File: config.mk
export PLATFORM = sky130hd
export DESIGN_NAME = sni_sdram_arb
export DESIGN_NICKNAME = d
export VERILOG_FILES = /design/src/rtl/sni_pkg.sv /design/src/rtl/sni_arb_port.sv /design/src/rtl/sni_sdram_arb.sv
export SDC_FILE = /design/constraint.sdc
export NUM_CORES = 1
export LEC_CHECK = 0
export BUFFER_PORTS_ARGS = -buffer_cell sky130_fd_sc_hd__buf_2
export CAP_MARGIN = 30
export CORE_ASPECT_RATIO = 2
export CORE_MARGIN = 2
export CORE_UTILIZATION = 45
export CTS_CLUSTER_SIZE = 25
export DETAILED_ROUTE_END_ITERATION = 8
export MAX_ROUTING_LAYER = met4
export PLACE_DENSITY = 0.79
export SLEW_MARGIN = 25
export SYNTH_ARGS = -nofsm -noshare
export SYNTH_HDL_FRONTEND = slang
export SYNTH_SLANG_ARGS = --single-unit
File: constraint.sdc
create_clock -name clk -period 1.5 [get_ports clk]
set_input_delay 0.225 -clock clk [delete_from_list [all_inputs] [get_ports clk]]
set_output_delay 0.225 -clock clk [all_outputs]
set_load 0.02 [all_outputs]
File: src/rtl/sni_pkg.sv
// sni_pkg: shared types for the SNI SDRAM arbiter.
//   arb_state_t : arbiter FSM states (IDLE / ISSUE / WAIT)
//   op_t        : latched operation of a request (OP_RD / OP_WR)
//   PORT_A/B    : port-select encoding for the round-robin pointer
package sni_pkg;

  typedef enum logic [1:0] {
    IDLE,
    ISSUE,
    WAIT
  } arb_state_t;

  typedef enum logic {
    OP_RD,
    OP_WR
  } op_t;

  localparam logic PORT_A = 1'b0;
  localparam logic PORT_B = 1'b1;

endpackage

File: src/rtl/sni_arb_port.sv
// sni_arb_port: per-requester front end of the SDRAM arbiter.
// Captures one pulse-style request at a time, holds it pending until the
// arbiter reports completion, and keeps the last read byte.
//   clk, reset         : clock, synchronous active-high reset
//   addr, wdata        : request address / write data, sampled with the pulse
//   rd_req, wr_req     : 1-cycle request pulses (write wins if both)
//   done               : completion of this port's access (ack while granted)
//   mem_q              : SDRAM read data, taken on done for reads
//   pending            : a captured request awaits service
//   op, req_addr,
//   req_wdata          : latched request presented to the arbiter
//   q                  : last read data, held until the next read completes
//   ready              : port idle / last request complete
module sni_arb_port
  import sni_pkg::*;
#(
  parameter int AW = 25
) (
  input  logic          clk,
  input  logic          reset,
  input  logic [AW-1:0] addr,
  input  logic [7:0]    wdata,
  input  logic          rd_req,
  input  logic          wr_req,
  input  logic          done,
  input  logic [7:0]    mem_q,
  output logic          pending,
  output op_t           op,
  output logic [AW-1:0] req_addr,
  output logic [7:0]    req_wdata,
  output logic [7:0]    q,
  output logic          ready
);

  // NOTE: sequential state uses <= so every flop samples pre-edge values,
  // independent of the order the statements appear in.
  always_ff @(posedge clk) begin
    if (reset) begin
      pending   <= 1'b0;
      op        <= OP_RD;
      req_addr  <= '0;
      req_wdata <= '0;
      q         <= '0;
    end else if (done) begin
      pending <= 1'b0;
      if (op == OP_RD) q <= mem_q;
    end else if (!pending && (rd_req || wr_req)) begin
      // Pulses while pending fall through untouched: nothing is queued.
      pending   <= 1'b1;
      op        <= wr_req ? OP_WR : OP_RD;
      req_addr  <= addr;
      req_wdata <= wdata;
    end
  end

  // ready mirrors the pending flop: drops the cycle after capture and
  // rises the cycle after the completing ack.
  assign ready = !pending;

endmodule

File: src/rtl/sni_sdram_arb.sv
// sni_sdram_arb: shares one byte-wide SDRAM port between the core memory
// client (port A) and the SNI debug/UART engine (port B).
//   clk, reset                    : clock, synchronous active-high reset
//   a_addr/a_wdata/a_rd_req/
//   a_wr_req, a_q, a_ready        : port A request pulses, read data, ready
//   b_*                           : same for port B (SNI)
//   mem_addr, mem_data            : SDRAM address / write data (held ISSUE..WAIT)
//   mem_rd, mem_wr                : 1-cycle SDRAM strobes
//   mem_q, mem_ack                : SDRAM read data and completion pulse
//   grant_b                       : port B owns the in-flight access
module sni_sdram_arb
  import sni_pkg::*;
#(
  parameter int AW         = 25,
  parameter bit FIXED_PRIO = 1'b1,
  parameter int MAX_WAIT   = 64
) (
  input  logic          clk,
  input  logic          reset,
  input  logic [AW-1:0] a_addr,
  input  logic [7:0]    a_wdata,
  input  logic          a_rd_req,
  input  logic          a_wr_req,
  output logic [7:0]    a_q,
  output logic          a_ready,
  input  logic [AW-1:0] b_addr,
  input  logic [7:0]    b_wdata,
  input  logic          b_rd_req,
  input  logic          b_wr_req,
  output logic [7:0]    b_q,
  output logic          b_ready,
  output logic [AW-1:0] mem_addr,
  output logic [7:0]    mem_data,
  output logic          mem_rd,
  output logic          mem_wr,
  input  logic [7:0]    mem_q,
  input  logic          mem_ack,
  output logic          grant_b
);

  localparam int            CW         = $clog2(MAX_WAIT + 1);
  localparam logic [CW-1:0] WAIT_LIMIT = CW'(MAX_WAIT);

  arb_state_t    state;
  logic          rr_last;
  logic [CW-1:0] wait_cnt;

  logic          a_pending, b_pending;
  op_t           a_op, b_op, win_op;
  logic [AW-1:0] a_req_addr, b_req_addr, win_addr;
  logic [7:0]    a_req_wdata, b_req_wdata, win_wdata;
  logic          a_done, b_done, pick_b;

  // Only an ack seen in WAIT completes anything; late acks are dropped.
  assign a_done = (state == WAIT) && mem_ack && !grant_b;
  assign b_done = (state == WAIT) && mem_ack &&  grant_b;

  sni_arb_port #(.AW(AW)) u_port_a (
    .clk      (clk),
    .reset    (reset),
    .addr     (a_addr),
    .wdata    (a_wdata),
    .rd_req   (a_rd_req),
    .wr_req   (a_wr_req),
    .done     (a_done),
    .mem_q    (mem_q),
    .pending  (a_pending),
    .op       (a_op),
    .req_addr (a_req_addr),
    .req_wdata(a_req_wdata),
    .q        (a_q),
    .ready    (a_ready)
  );

  sni_arb_port #(.AW(AW)) u_port_b (
    .clk      (clk),
    .reset    (reset),
    .addr     (b_addr),
    .wdata    (b_wdata),
    .rd_req   (b_rd_req),
    .wr_req   (b_wr_req),
    .done     (b_done),
    .mem_q    (mem_q),
    .pending  (b_pending),
    .op       (b_op),
    .req_addr (b_req_addr),
    .req_wdata(b_req_wdata),
    .q        (b_q),
    .ready    (b_ready)
  );

  // Winner selection, meaningful only in IDLE with something pending.
  // rr_last records the port served last; round-robin favours the other.
  always_comb begin
    // NOTE: every output gets a default first, so no path leaves one
    // unassigned and no latch is inferred.
    pick_b = 1'b0;
    if (b_pending) begin
      if (!a_pending)      pick_b = 1'b1;
      else if (FIXED_PRIO) pick_b = (wait_cnt >= WAIT_LIMIT);
      else                 pick_b = (rr_last == PORT_A);
    end
    win_op    = pick_b ? b_op        : a_op;
    win_addr  = pick_b ? b_req_addr  : a_req_addr;
    win_wdata = pick_b ? b_req_wdata : a_req_wdata;
  end

  always_ff @(posedge clk) begin
    if (reset) begin
      state    <= IDLE;
      mem_addr <= '0;
      mem_data <= '0;
      mem_rd   <= 1'b0;
      mem_wr   <= 1'b0;
      grant_b  <= 1'b0;
      rr_last  <= PORT_A;
    end else begin
      case (state)
        IDLE: begin
          if (a_pending || b_pending) begin
            // Strobe is registered here so it is high exactly in ISSUE.
            grant_b  <= pick_b;
            rr_last  <= pick_b ? PORT_B : PORT_A;
            mem_addr <= win_addr;
            mem_data <= win_wdata;
            mem_rd   <= (win_op == OP_RD);
            mem_wr   <= (win_op == OP_WR);
            state    <= ISSUE;
          end
        end
        ISSUE: begin
          mem_rd <= 1'b0;
          mem_wr <= 1'b0;
          state  <= WAIT;
        end
        WAIT: begin
          if (mem_ack) begin
            grant_b <= 1'b0;
            state   <= IDLE;
          end
        end
        default: state <= IDLE;
      endcase
    end
  end

  // Starvation counter: cycles B has waited without being granted.
  always_ff @(posedge clk) begin
    if (reset) begin
      wait_cnt <= '0;
    end else if (!b_pending || grant_b || (state == IDLE && pick_b)) begin
      wait_cnt <= '0;
    end else if (wait_cnt < WAIT_LIMIT) begin
      wait_cnt <= wait_cnt + CW'(1);
    end
  end

endmodule

==> reports/qor.tcl, run 1 <==
set qor(hold_path_startpoint) {b_addr[17]}
set qor(async_reset_ff_frac) 0
set qor(finalNonFillerCells) 913
set qor(p_leak_nw) 2.84
set qor(drv.max_cap_violation_count) 0
set qor(antenna_cells_inserted) 0
set qor(post_place_setup_slack_ps) -46.3
set qor(routed-via-count) 4813
set qor(min_clock_period_post_route_ps) 1450
set qor(die-area_sq_um) 12200
set qor(routed_via_density) 5.27
set qor(crit_family) {simple AND/OR/NAND/NOR gates}
set qor(cpMaxStageDelayCell) {sky130_fd_sc_hd__or3_4}
set qor(initial_utilization) 0.463
set qor(layout.cells.most_common_list) {sky130_fd_sc_hd__nand2_1, sky130_fd_sc_hd__buf_2, sky130_fd_sc_hd__dfxtp_1}
set qor(dominantRegCellSynth) {sky130_fd_sc_hd__dfxtp_1}
set qor(worstHoldPathType) {in2reg}
set qor(clock_path_buffers) 2
set qor(chipWidth_um) 79.0
set qor(hold_path_end) {u_port_b.req_addr[17]}
set qor(cts.root.buffer_cell) {sky130_fd_sc_hd__clkbuf_16}
set qor(critical_path_depth) 5
set qor(clock_skew_ps) 5.90
set qor(fill_cells) 942
set qor(pin_count) 135
set qor(cp.required_ps) 1770
set qor(fin_ws_ps) 46.1
set qor(layout.nets) 842
set qor(wire_length_of_the_first_global_routing_pass_mm) 22.6
set qor(detail_route.iter0.violations) 187
set qor(placement.io_buffers) 134
set qor(timing_worst_slew_pin_value_ps) 541
set qor(worstSetupPathType) {reg2reg}
set qor(synth-edff-count) 0
set qor(drt_pass1_iterations) 5
set qor(worstSkewPairLatency_ps) 410
set qor(slew-limit-headroom) 0.640
set qor(synth-seq-cells) 131
set qor(timing.reg2reg.setup_slack_ps) 50
set qor(syn_area_per_cell_sq_um) 8.17
set qor(synth_cell_types) 37
set qor(numCtsBuffers) 17
set qor(pwr-share-clk) 0.469
set qor(vdd_ir_drop_max_mv) 1.20
set qor(die_h_um) 154
set qor(htree_levels) 4
set qor(critical_path.reg2reg.endpoint) {u_port_b.req_addr[1]}
set qor(critical_path_endpoint_category) {register}
set qor(worst_path_largest_cell_delay_ps) 410
set qor(drc_errors) 0
set qor(cts.reportedPaths.clkPinSlew_ps) 60
set qor(clock.fmax_ghz) 0.688
set qor(wl_mm) 14.6
set qor(cts.hold.buffers_added) 0
set qor(ys.warnings.count) 0
set qor(worstPathMaxFanout) 17
set qor(swShare) 0.245
set qor(synth.area.top_cells) {sky130_fd_sc_hd__dfxtp_1, sky130_fd_sc_hd__nand2_1, sky130_fd_sc_hd__a21oi_1, sky130_fd_sc_hd__a31oi_1, sky130_fd_sc_hd__a21oi_2}
set qor(routabilityCongestion) 0.838
set qor(grt_start_max_net_pins) 45
set qor(area_growth_pct) 33.9
set qor(critical_path.cell_chain) {and4b_4 -> or3_4 -> buf_12 -> nand2_1 -> a21oi_1}
set qor(internal_portion_of_total_power_mw) 7.56
set qor(final_antenna_net_count) 0
set qor(power.switching_mw) 2.46
set qor(grt_antenna_before_repair) 0
set qor(leading_cell_type_in_the_layout_fill_and_taps_excluded) {sky130_fd_sc_hd__nand2_1}
set qor(finalHoldViolations) 0
set qor(cp_num_buf_inv) 1
set qor(placedCellCount) 877
set qor(final_layout_size_suffix_gt1_frac) 0.320
set qor(first_global_vias) 4889
set qor(power.density_cell_area_nw_per_um2) 1480
set qor(p_comb_frac) 0.141
set qor(detail_route.wl_per_cell_um) 16.0
set qor(synth_nets) 702
set qor(synth_largest_area_cell) {sky130_fd_sc_hd__dfxtp_1}
set qor(grt.overflow.total) 0
set qor(synth.top_cell.area_share) 0.518
set qor(synth.cell_area_sq_um) 5060
set qor(std_cell_rows) 54
set qor(outcome) {complete, no violations}
set qor(hpwl_mm) 9.82
set qor(report.final.slew_viol_count) 0
set qor(syn-instance-count) 620
set qor(setup.worst_path.start_class) {register}
set qor(rr_startpoint) {grant_b}
set qor(worst_ep_arrival_time_ps) 1720
set qor(hold_depth) 3
set qor(global_route_usage_sum) 0.244
set qor(finalSetupViolCount) 0
set qor(cts_tree) {yes}
set qor(crit_share_post_route) 0.969
set qor(share_seq_of_total_power) 0.391
set qor(numClockSinks) 131
set qor(post_synthesis_sequential_area_ratio) 0.518
set qor(core-area_sq_um) 10900
set qor(ff2ff_path_depth) 5
metal layers:
layer,GRT usage,vias to the layer above,part of all wire
met2,0.438,162,0.54
met4,0.118,0,0.037
met5,-,-,0
met3,0.0581,39,0.049
met1,0.240,2267,0.37
li1,-,2345,-
logic make-up after synthesis:
| kind of cell | synth area share |
|---|---|
| AO/OA/AOI/OAI | 0.188 |
| buffers and inverters | 0.0492 |
| AND/OR/NAND/NOR | 0.231 |
| flip-flops | 0.518 |
| XOR/XNOR | 0.00865 |
| adder cells (fa/ha/maj) | 0.00247 |
| multiplexers | 0.00198 |
cells in the mapped netlist, drive strengths merged (2+ instances only):
library cell and number:
inv 3, clkbuf 21, dfxtp 131, nand3 3, xor2 3, and3 2, nor3 3, or3 2
a21oi 87, o21ai 33, xnor2 2, nand2b 3, buf 23, nor2b 3, a211oi 2, and2 2
nor2 13, nand2 236, a31oi 34
sequential cells by signal, indices dropped and copies added, names as in the netlist, 2 cells and up:
register,flops
u_port_a.req_addr,25
u_port_b.req_wdata,8
mem_data,8
u_port_b.q,8
wait_cnt,7
state,2
u_port_b.req_addr,25
u_port_a.q,8
mem_addr,25
u_port_a.req_wdata,8
power by group through the flow:
stage          Clock (mW)  Combinational [mW]  Sequential, mW
2_1_floorplan           0               0.667            4.11
3_3_place_gp            0                1.28            3.97
3_5_place_dp            0                1.32            3.98
4_1_cts              4.74                1.34            3.91
5_1_grt              4.90                1.53            3.94
6_report             4.69                1.41            3.91
repair_timing:
item                       4_1_cts  5_1_grt
pin swaps                        0        1
resized for setup                3        4
setup buffers                    0        1
gates cloned                     0        3
setup endpoints to repair       50       43
metrics by stage:
| step | power (mW) | TNS, ps | hold WS, ps | util | area [sq um] |
|---|---|---|---|---|---|
| after floorplan | 4.78 | 0 | 361 | - | 5070 |
| after global placement | 5.25 | -42.1 | 440 | 0.547 | 5990 |
| after detailed placement | 5.30 | -594 | 447 | 0.547 | 5990 |
| after CTS | 9.99 | 0 | 35.0 | 0.610 | 6670 |
| after global routing | 10.4 | -4.26 | 47.0 | 0.619 | 6780 |
| final | 10.0 | 0 | 45.9 | 0.619 | 6780 |
worst max path at each step:
stage          startpoint                    end  slack [ps]
5_1_grt           grant_b   u_port_b.req_addr[1]          -4
3_3_place_gp      mem_ack  u_port_a.req_addr[10]         -20
4_1_cts          state[1]           mem_addr[23]          20
3_5_place_dp      mem_ack  u_port_a.req_addr[10]         -50
6_report          grant_b   u_port_b.req_addr[1]          50
2_1_floorplan     grant_b  u_port_a.req_addr[20]          20
layout make-up:
cell class | instances | area [sq um] | share of cell area
Inverter | 3 | 11.3 | 0.00166
Clock inverter | 9 | 199 | 0.0293
Clock buffer | 23 | 478 | 0.0705
Sequential cell | 131 | 2630 | 0.388
Tap cell | 140 | 175 | 0.0258
Multi-Input combinational cell | 442 | 2210 | 0.327
Timing Repair Buffer | 165 | 1070 | 0.159
worst reg2reg max path: cells and delay by family, from the launching register on:
kind,cells,cell delay (ps)
flops,1,340
buf+inv,1,170
compound gates,1,80
simple gates,3,710
Power figures use the tool's default switching activity.
==> run 2: changes to the inputs <==
--- a/config.mk
+++ b/config.mk
@@ -9,11 +9,11 @@
 export CAP_MARGIN = 30
 export CORE_ASPECT_RATIO = 2
 export CORE_MARGIN = 2
-export CORE_UTILIZATION = 45
+export CORE_UTILIZATION = 47
 export CTS_CLUSTER_SIZE = 25
 export DETAILED_ROUTE_END_ITERATION = 8
 export MAX_ROUTING_LAYER = met4
-export PLACE_DENSITY = 0.79
+export PLACE_DENSITY = 0.81
 export SLEW_MARGIN = 25
 export SYNTH_ARGS = -nofsm -noshare
 export SYNTH_HDL_FRONTEND = slang
==> run 2 against run 1 <==
Against the previous run:
- wire length is 2.0% higher
- non-clock buffer count is 3 higher
- clock power is 23% lower
- count of clock-buffer cells in the layout is 4 lower
- power is 11% lower
- clock skew hardly changed
- critical endpoint is now u_port_a.req_addr[6]
==> reports/qor.tcl, run 2 (synthesized netlist as in run 1, its figures left out) <==
set qor(outcome) {complete, no violations}
set qor(htree_levels) 4
set qor(internal_portion_of_total_power_mw) 6.53
set qor(wire_length_of_the_first_global_routing_pass_mm) 22.6
set qor(power.switching_mw) 2.43
set qor(fin_ws_ps) 6.26
set qor(finalSetupViolCount) 0
set qor(drv.max_cap_violation_count) 0
set qor(critical_path.reg2reg.endpoint) {u_port_a.req_addr[6]}
set qor(p_leak_nw) 2.78
set qor(hpwl_mm) 9.90
set qor(routed_via_density) 5.38
set qor(drt_pass1_iterations) 6
set qor(worstSkewPairLatency_ps) 410
set qor(detail_route.iter0.violations) 275
set qor(initial_utilization) 0.483
set qor(share_seq_of_total_power) 0.437
set qor(first_global_vias) 4889
set qor(drc_errors) 0
set qor(rr_startpoint) {state[0]}
set qor(cp.required_ps) 1790
set qor(finish.utilization) 0.638
set qor(worst_path_largest_cell_delay_ps) 420
set qor(worstPathMaxFanout) 17
set qor(worst_ep_arrival_time_ps) 1780
set qor(die_h_um) 151
set qor(grt.overflow.total) 0
set qor(final_antenna_net_count) 0
set qor(routabilityCongestion) 0.856
set qor(met3WireLength_um) 806
set qor(routed-wl-met2_mm) 8.20
set qor(largest_registers) {mem_addr: 25 flops, u_port_a.req_addr: 25 flops, u_port_b.req_addr: 25 flops}
set qor(placement.io_buffers) 134
set qor(clock_path_buffers) 2
set qor(area_growth_pct) 31.9
set qor(cts.root.buffer_cell) {sky130_fd_sc_hd__clkbuf_16}
set qor(vdd_ir_drop_max_mv) 0.961
set qor(pwr-share-clk) 0.401
set qor(core-area_sq_um) 10500
set qor(antenna_cells_inserted) 0
set qor(hold_depth) 3
set qor(grt_start_max_net_pins) 43
set qor(setup.worst_path.start_class) {register}
set qor(report.final.slew_viol_count) 0
set qor(critical_path.cell_chain) {and4bb_4 -> or3_4 -> buf_12 -> nand2_1 -> a21oi_2}
set qor(routed-via-count) 4887
set qor(power.density_cell_area_nw_per_um2) 1340
set qor(worstHoldPathType) {in2reg}
set qor(fill_cells) 902
set qor(hold_path_end) {u_port_b.req_wdata[5]}
set qor(numClockSinks) 131
set qor(timing_worst_slew_pin_value_ps) 407
set qor(clock_skew_ps) 5.70
set qor(layout.nets) 845
set qor(p_comb_frac) 0.162
set qor(top_layer_used) {met4}
set qor(slew-limit-headroom) 0.729
set qor(cts_tree) {yes}
set qor(ff2ff_path_depth) 5
set qor(die-area_sq_um) 11700
set qor(chipWidth_um) 77.4
set qor(setup_repair_after_global_routing_missed_its_margin) {yes}
set qor(critical_path_endpoint_category) {register}
set qor(leading_cell_type_in_the_layout_fill_and_taps_excluded) {sky130_fd_sc_hd__nand2_1}
set qor(hold_path_startpoint) {b_wdata[5]}
set qor(detail_route.wl_per_cell_um) 16.4
set qor(routedLengthMet1_mm) 5.30
set qor(global_route_usage_sum) 0.257
set qor(clock.fmax_ghz) 0.669
set qor(std_cell_rows) 53
set qor(timing.reg2reg.setup_slack_ps) 6
set qor(finalHoldViolations) 0
set qor(swShare) 0.271
set qor(post_place_setup_slack_ps) -69.4
set qor(layout.cells.most_common_list) {sky130_fd_sc_hd__nand2_1, sky130_fd_sc_hd__buf_2, sky130_fd_sc_hd__dfxtp_1}
set qor(numCtsBuffers) 17
set qor(finalNonFillerCells) 908
set qor(cts.reportedPaths.clkPinSlew_ps) 50
set qor(pin_count) 135
set qor(cpMaxStageDelayCell) {sky130_fd_sc_hd__or3_4}
set qor(min_clock_period_post_route_ps) 1490
set qor(final_layout_size_suffix_gt1_frac) 0.340
set qor(wl_mm) 14.9
set qor(crit_share_post_route) 0.996
set qor(worstSetupPathType) {reg2reg}
set qor(grt_antenna_before_repair) 0
set qor(placedCellCount) 874
run 2: changes by cell type in the layout (fill, tap and decap cells not counted), moves of 3 or more:
cell,before,now
sky130_fd_sc_hd__a21oi_1,67,57
sky130_fd_sc_hd__a21oi_2,20,30
sky130_fd_sc_hd__buf_6,1,6
sky130_fd_sc_hd__bufinv_16,6,1
sky130_fd_sc_hd__clkbuf_8,3,0
sky130_fd_sc_hd__clkinv_2,2,6
sky130_fd_sc_hd__nand2_1,216,208
sky130_fd_sc_hd__nand2_2,20,28
sky130_fd_sc_hd__o21ai_0,33,28
sky130_fd_sc_hd__o21ai_1,0,5
run 2: how the worst max path moves through the flow:
stage | start | to | slack (ps) | cells after the start
after global routing | state[0] | u_port_b.req_addr[5] | -40 | 7
final | state[0] | u_port_a.req_addr[6] | 6 | 5
after global placement | state[0] | u_port_a.req_addr[2] | -8 | 5
after floorplan | grant_b | u_port_a.req_addr[20] | 20 | 6
after detailed placement | state[0] | u_port_a.req_addr[7] | -70 | 5
after CTS | state[0] | u_port_b.req_addr[7] | 10 | 6
run 2: worst max-delay path, delay by kind of cell, from the launching register on:
family / cells / cell delay (ps)
buffers and inverters: 1 / 180
AOI/OAI and AO/OA: 1 / 60
DFF: 1 / 360
and+or+nand+nor: 3 / 760
run 2: area by class of cell:
type	instances	area [sq um]	share of cell area
inverters	3	11.3	0.00169
clock buffers	19	433	0.0648
well taps	137	171	0.0257
clock inverters	8	67.6	0.0101
multi-input cells	442	2260	0.339
flip-flops and latches	131	2630	0.394
repair buffers	168	1110	0.166
run 2: repair_timing:
| item | in CTS | in global routing |
|---|---|---|
| pin swaps | 0 | 1 |
| buffers inserted | 0 | 2 |
| endpoints found under the setup margin | 34 | 74 |
| gates resized for setup | 2 | 29 |
| gates cloned | 1 | 4 |
| hold buffers | 0 | 0 |
run 2: per-layer routing:
metal / GRT usage / up-vias
met5: - / -
li1: - / 2347
met2: 0.476 / 202
met1: 0.247 / 2288
met3: 0.0614 / 50
met4: 0.120 / 0
run 2: stage by stage:
step,power (mW),TNS (ps),instance area [sq um],hold WS (ps)
floorplan,4.78,0,5070,361
global placement,5.25,-35.9,5980,441
detailed placement,5.30,-1430,5980,449
CTS,8.90,0,6510,34.5
global route,9.29,-651,6680,33.8
finish,8.96,0,6680,42.7
run 2: power by group through the flow:
stage | clock network (mW) | registers [mW] | logic, mW
floorplan | 0 | 4.11 | 0.667
global route | 3.78 | 3.94 | 1.57
global placement | 0 | 3.97 | 1.29
detailed placement | 0 | 3.98 | 1.32
finish | 3.59 | 3.92 | 1.45
CTS | 3.63 | 3.91 | 1.36
